`src/rtl/ipsxe_floating_point_invsqrt_rne_pack_v1_0.sv`:
```
// Final stage of the inverse-square-root datapath: ties-to-even fix on the upstream
// round-half-up mantissa, carry renormalisation, special-value muxing and IEEE-754 packing.
module ipsxe_floating_point_invsqrt_rne_pack_v1_0 #(
  parameter int MAN_WIDTH = 52,
  parameter int EXP_WIDTH = 11
) (
  input  logic                           i_clk,
  input  logic                           i_rst,
  input  logic                           i_valid,
  output logic                           o_ready,
  input  logic [MAN_WIDTH+1:0]           i_group3,
  input  logic                           i_guard,
  input  logic                           i_sticky,
  input  logic [EXP_WIDTH-1:0]           i_exp,
  input  logic                           i_nan,
  input  logic                           i_inf_res,
  input  logic                           i_zero_res,
  output logic                           o_valid,
  input  logic                           i_ready,
  output logic [EXP_WIDTH+MAN_WIDTH:0]   o_result
);

  localparam int RES_WIDTH = EXP_WIDTH + MAN_WIDTH + 1;
  localparam logic [EXP_WIDTH:0] EXP_ALL_ONES = {1'b0, {EXP_WIDTH{1'b1}}};

  localparam logic [RES_WIDTH-1:0] QNAN_WORD =
    {1'b0, {EXP_WIDTH{1'b1}}, 1'b1, {(MAN_WIDTH-1){1'b0}}};
  localparam logic [RES_WIDTH-1:0] INF_WORD =
    {1'b0, {EXP_WIDTH{1'b1}}, {MAN_WIDTH{1'b0}}};

  logic                 s1_valid;
  logic                 s2_valid;
  logic                 s1_load;
  logic                 s2_load;

  logic [MAN_WIDTH-1:0] s1_frac;
  logic                 s1_carry;
  logic [EXP_WIDTH-1:0] s1_exp;
  logic                 s1_nan;
  logic                 s1_inf;
  logic                 s1_zero;

  logic                 tie;
  logic [MAN_WIDTH-1:0] frac_fix;

  logic [EXP_WIDTH:0]   exp_sum;
  logic [MAN_WIDTH-1:0] frac_out;
  logic [RES_WIDTH-1:0] result_next;
  logic [RES_WIDTH-1:0] s2_result;

  // The hidden bit is implied by the packed format and never needs to travel further.
  logic                 hidden_unused;
  assign hidden_unused = i_group3[MAN_WIDTH];

  // Each stage advances when it is empty or its consumer is taking its beat this cycle.
  assign s2_load  = ~s2_valid | i_ready;
  assign s1_load  = ~s1_valid | s2_load;
  assign o_ready  = s1_load;
  assign o_valid  = s2_valid;
  assign o_result = s2_result;

  // Upstream added half an ULP; on an exact tie that gives Z+1, and clearing bit 0 lands on the even neighbour.
  assign tie = i_guard & ~i_sticky;

  // NOTE: every variable driven in always_comb gets a default first, so no path can infer a latch.
  always_comb begin
    frac_fix = i_group3[MAN_WIDTH-1:0];
    if (tie) frac_fix[0] = 1'b0;
  end

  // NOTE: sequential state uses non-blocking assignments so every register samples pre-edge values.
  always_ff @(posedge i_clk) begin
    if (i_rst) begin
      s1_valid <= 1'b0;
    end else if (s1_load) begin
      s1_valid <= i_valid;
    end
  end

  // NOTE: pure datapath registers are not reset; the valid bits alone say whether they hold a beat.
  always_ff @(posedge i_clk) begin
    if (s1_load && i_valid) begin
      s1_frac  <= frac_fix;
      s1_carry <= i_group3[MAN_WIDTH+1];
      s1_exp   <= i_exp;
      s1_nan   <= i_nan;
      s1_inf   <= i_inf_res;
      s1_zero  <= i_zero_res;
    end
  end

  // A rounding carry means the mantissa is exactly 2.0, so the fraction collapses to zero.
  assign exp_sum  = {1'b0, s1_exp} + {{EXP_WIDTH{1'b0}}, s1_carry};
  assign frac_out = s1_carry ? '0 : s1_frac;

  always_comb begin
    result_next = {1'b0, exp_sum[EXP_WIDTH-1:0], frac_out};
    if (s1_nan) begin
      result_next = QNAN_WORD;
    end else if (s1_inf) begin
      result_next = INF_WORD;
    end else if (s1_zero) begin
      result_next = '0;
    end else if (exp_sum >= EXP_ALL_ONES) begin
      result_next = INF_WORD;
    end
  end

  always_ff @(posedge i_clk) begin
    if (i_rst) begin
      s2_valid  <= 1'b0;
      s2_result <= '0;
    end else if (s2_load) begin
      s2_valid <= s1_valid;
      if (s1_valid) s2_result <= result_next;
    end
  end

endmodule
```
`config.mk`:
```
export PLATFORM = sky130hd
export DESIGN_NAME = ipsxe_floating_point_invsqrt_rne_pack_v1_0
export DESIGN_NICKNAME = d
export VERILOG_FILES = /design/src/rtl/ipsxe_floating_point_invsqrt_rne_pack_v1_0.sv
export SDC_FILE = /design/constraint.sdc
export NUM_CORES = 1
export LEC_CHECK = 0
export ABC_AREA = 1
export CORE_MARGIN = 5
export CORE_UTILIZATION = 47
export CTS_BUF_LIST = sky130_fd_sc_hd__clkbuf_8 sky130_fd_sc_hd__clkbuf_16
export CTS_CLUSTER_DIAMETER = 40
export DETAILED_ROUTE_END_ITERATION = 7
export MAX_ROUTING_LAYER = met4
export PLACE_DENSITY = 0.75
export SETUP_SLACK_MARGIN = 0.3
export SLEW_MARGIN = 20
export SYNTH_ARGS = -nofsm -noshare
export SYNTH_HDL_FRONTEND = slang
export SYNTH_SLANG_ARGS = --single-unit
export TNS_END_PERCENT = 20
```
`constraint.sdc`:
```
create_clock -name i_clk -period 2.7 [get_ports i_clk]
set_clock_uncertainty 0.2 [all_clocks]
set_input_delay 0.27 -clock i_clk [delete_from_list [all_inputs] [get_ports i_clk]]
set_output_delay 0.27 -clock i_clk [all_outputs]
set_load 0.03 [all_outputs]
```
==> flow_summary.toml <==
[clock_network]
cts.path.max_buffers = 2
cts_root_buf = "clkbuf_8"
numCtsBuffers = 17
clk_pin_slew_ns = 0.06
cts_tree = "yes"
clk_latency_ns = 0.51
htree_levels = 4
clock-sinks = 132

[finish]
antennaDiodeCount = 0
seqCellArea_um2 = 3310
final_common_cell = "clkdlybuf4s50_1"
drive_gt1_share_pct = 16.5
fillers = 721
areaGrowthSynthToFinish_pct = 50.3
final_cell_mix = "136 x clkdlybuf4s50_1, 89 x nand2_1, 67 x edfxtp_1, 64 x dfxtp_1, 57 x a21oi_1"
multi_input_area_um2 = 1510
fin_nets = 682

[sta]
rsz0062_at_grt = "yes"
setup_ws_ns = 0.304
finalHoldWorstSlack_ns = 0.104
period_share_pct = 88.7
fmax_mhz = 417
setup_viol = 0
hold_viol_final = 0
max-slew-margin-rel_pct = 64.0
worst_pin_slew_ns = 0.539
period_minus_slack_ns = 2.40
slew_viol_final = 0
setup_tns_ns = 0

[logic_synthesis]
ys_warn_count = 0
synthesis.nets = 532
synth_top_family_by_area = "simple AND/OR/NAND/NOR gates"
synth.cell_area_um2 = 4940
synth-xor-area-share_pct = 0
synth_seq_area_share_pct = 67.1
synthSimpleGateAreaFrac_pct = 18.9
ys_types = 24
ys_ff_latch = 132
async_reset_ff_share_pct = 0
synth_compound_area_share_pct = 8.59
synth_edf_count = 67
synthMuxAreaShare_pct = 0
syn_inst = 456
synth_adder_area_share_pct = 0.507
synthFlopType = "edfxtp_1"
avgSynthCellArea_um2 = 10.8

[worst_setup_path]
critical_path.slowest_cell = "edfxtp_1"
arrival_ns = 2.57
endpoint_kind = "flop"
critical_path_class = "flop to flop"
worstPathRequired_ns = 2.88
path_cells = "ha_4 > ha_4 > nand2_4 > inv_4 > nand2_2 > nand2_2 > nor2_2 > nand3_2 > nor2_4 > nand3_4 > buf_12 > buf_16 > nand4_1 > a21oi_1"
crit_fanout = 10
critPathLaunchType = "flop"
max_stage_delay_ns = 0.45

[grt]
antenna_found_initial = 0
grt_pass1_wl_mm = 20.5
gr-total-overflow = 0
grt.total_usage_pct = 21.4
grt_max_degree = 64
grt_pass1_vias = 4050

[power_and_ir_drop]
power_mw = 4.99
ir_drop_mv = 0.409
p_leak_nw = 2.70
cellPowerDensity_nw_per_um2 = 672

[routing]
ant_nets = 0
first_iter_violations = 268
vias = 4023
drt-total-wl_mm = 13.3
dr.pass1.iters = 5
post_drt_via_cell_ratio = 5.33
drc = 0
routedWlPerCell_um = 17.6

[floorplan]
ios = 140
die_area_um2 = 12700
core-area_um2 = 10300
die_x_um = 112
rows = 37
die_h_um = 112
floorplan.initialDensity_pct = 48.0

[run_status]
status = "finished clean"

[placement]
io_buffers = 137
globalplace.congestion = 0.808
hpwlAfterDp_mm = 8.00
pre_cts_ws_ns = 0.172

[worst_hold_path]
hp-class = "primary input to flop"

[job]
cap_violations = 0
==> kinds of logic (layout without fill, tap and decap cells) <==
kind of cell	after synthesis	in the layout
AOI/OAI and AO/OA	79	79
adders and majority gates	2	2
buffers and inverters	56	219
DFF	132	132
other	1	1
and+or+nand+nor	186	186
==> layout make-up <==
| type | instances | area share [%] |
|---|---|---|
| tap | 136 | 2.29 |
| inverter | 23 | 1.25 |
| clock buffer | 17 | 5.58 |
| multi-input combinational | 268 | 20.3 |
| timing repair buffer | 164 | 23.1 |
| clock inverter | 15 | 2.78 |
| sequential | 132 | 44.7 |
==> timing repair <==
action,in CTS,in global routing
buffers inserted,9,2
hold buffers,1,0
cloned,3,2
endpoints found under the hold margin,17,0
pin swaps,3,14
resized for setup,15,20
endpoints found under the setup margin,61,61
==> worst max-delay path, delay by kind of cell, from the launching register on <==
kind | cells | cell delay (ns)
AO/OA/AOI/OAI | 1 | 0.07
flip-flops | 1 | 0.45
adder cells (fa/ha/maj) | 2 | 0.37
buffers and inverters | 3 | 0.38
AND/OR/NAND/NOR | 8 | 0.79
==> worst paths after layout <==
path | cells past startpoint | startpoint | endpoint | slack, ns
worst max-delay path | 14 | s1_carry | o_result[41] | 0.30
worst max register to register | 14 | s1_carry | o_result[41] | 0.30
worst min-delay path | 1 | i_group3[26] | s1_frac[26] | 0.10
worst min register to register | 2 | o_result[6] | o_result[6] | 0.27
==> cell usage after synthesis (2+ instances only) <==
cell      number  share of area [%]
edfxtp_1      67                 41
nand2_2        2               0.25
nor2_2         2               0.25
a21oi_1       58                5.9
buf_2         13                1.3
nand3_2       10                2.0
buf_1          5               0.38
nor2_1        10               0.76
ha_1           2               0.51
a21oi_2        7                1.2
inv_1         23                1.7
clkbuf_1      13               0.99
nand4_1       54                6.8
dfxtp_1       65                 26
o21ai_0       13                1.3
nand3_1        8               0.81
nand2_1       97                7.4
==> layer usage <==
layer  share of wire (%)  track usage, %  wire length (µm)  up-vias
li1                    -               -                 -     1916
met1                  40            25.4              5340     1904
met2                  51            34.7              6820      180
met3                 6.2            5.66               824       23
met4                 2.2            8.81               289        0
met5                   0               -                 0        -
==> flip-flops by register name (all words and copies together) (netlist names) <==
register	cells
o_valid	1
o_result	63
s1_valid	1
s1_frac	52
s1_zero	1
s1_carry	1
s1_exp	11
s1_inf	1
s1_nan	1
==> metrics by stage <==
step / instance area, µm² / util (%) / cells
3_3_place_gp: 6450 / 62.7 / 706
3_5_place_dp: 6450 / 62.7 / 706
5_1_grt: 7420 / 72.2 / 755
6_report: 7420 / 72.2 / 755
2_1_floorplan: 4950 / - / 456
4_1_cts: 7300 / 71.1 / 751
==> where the power goes <==
group          switching, mW  internal, mW
combinational          0.184         0.179
clock                  0.882          1.51
sequential            0.0393          2.19
total                   1.11          3.88
Note: power is estimated with default switching activity, not from simulation.
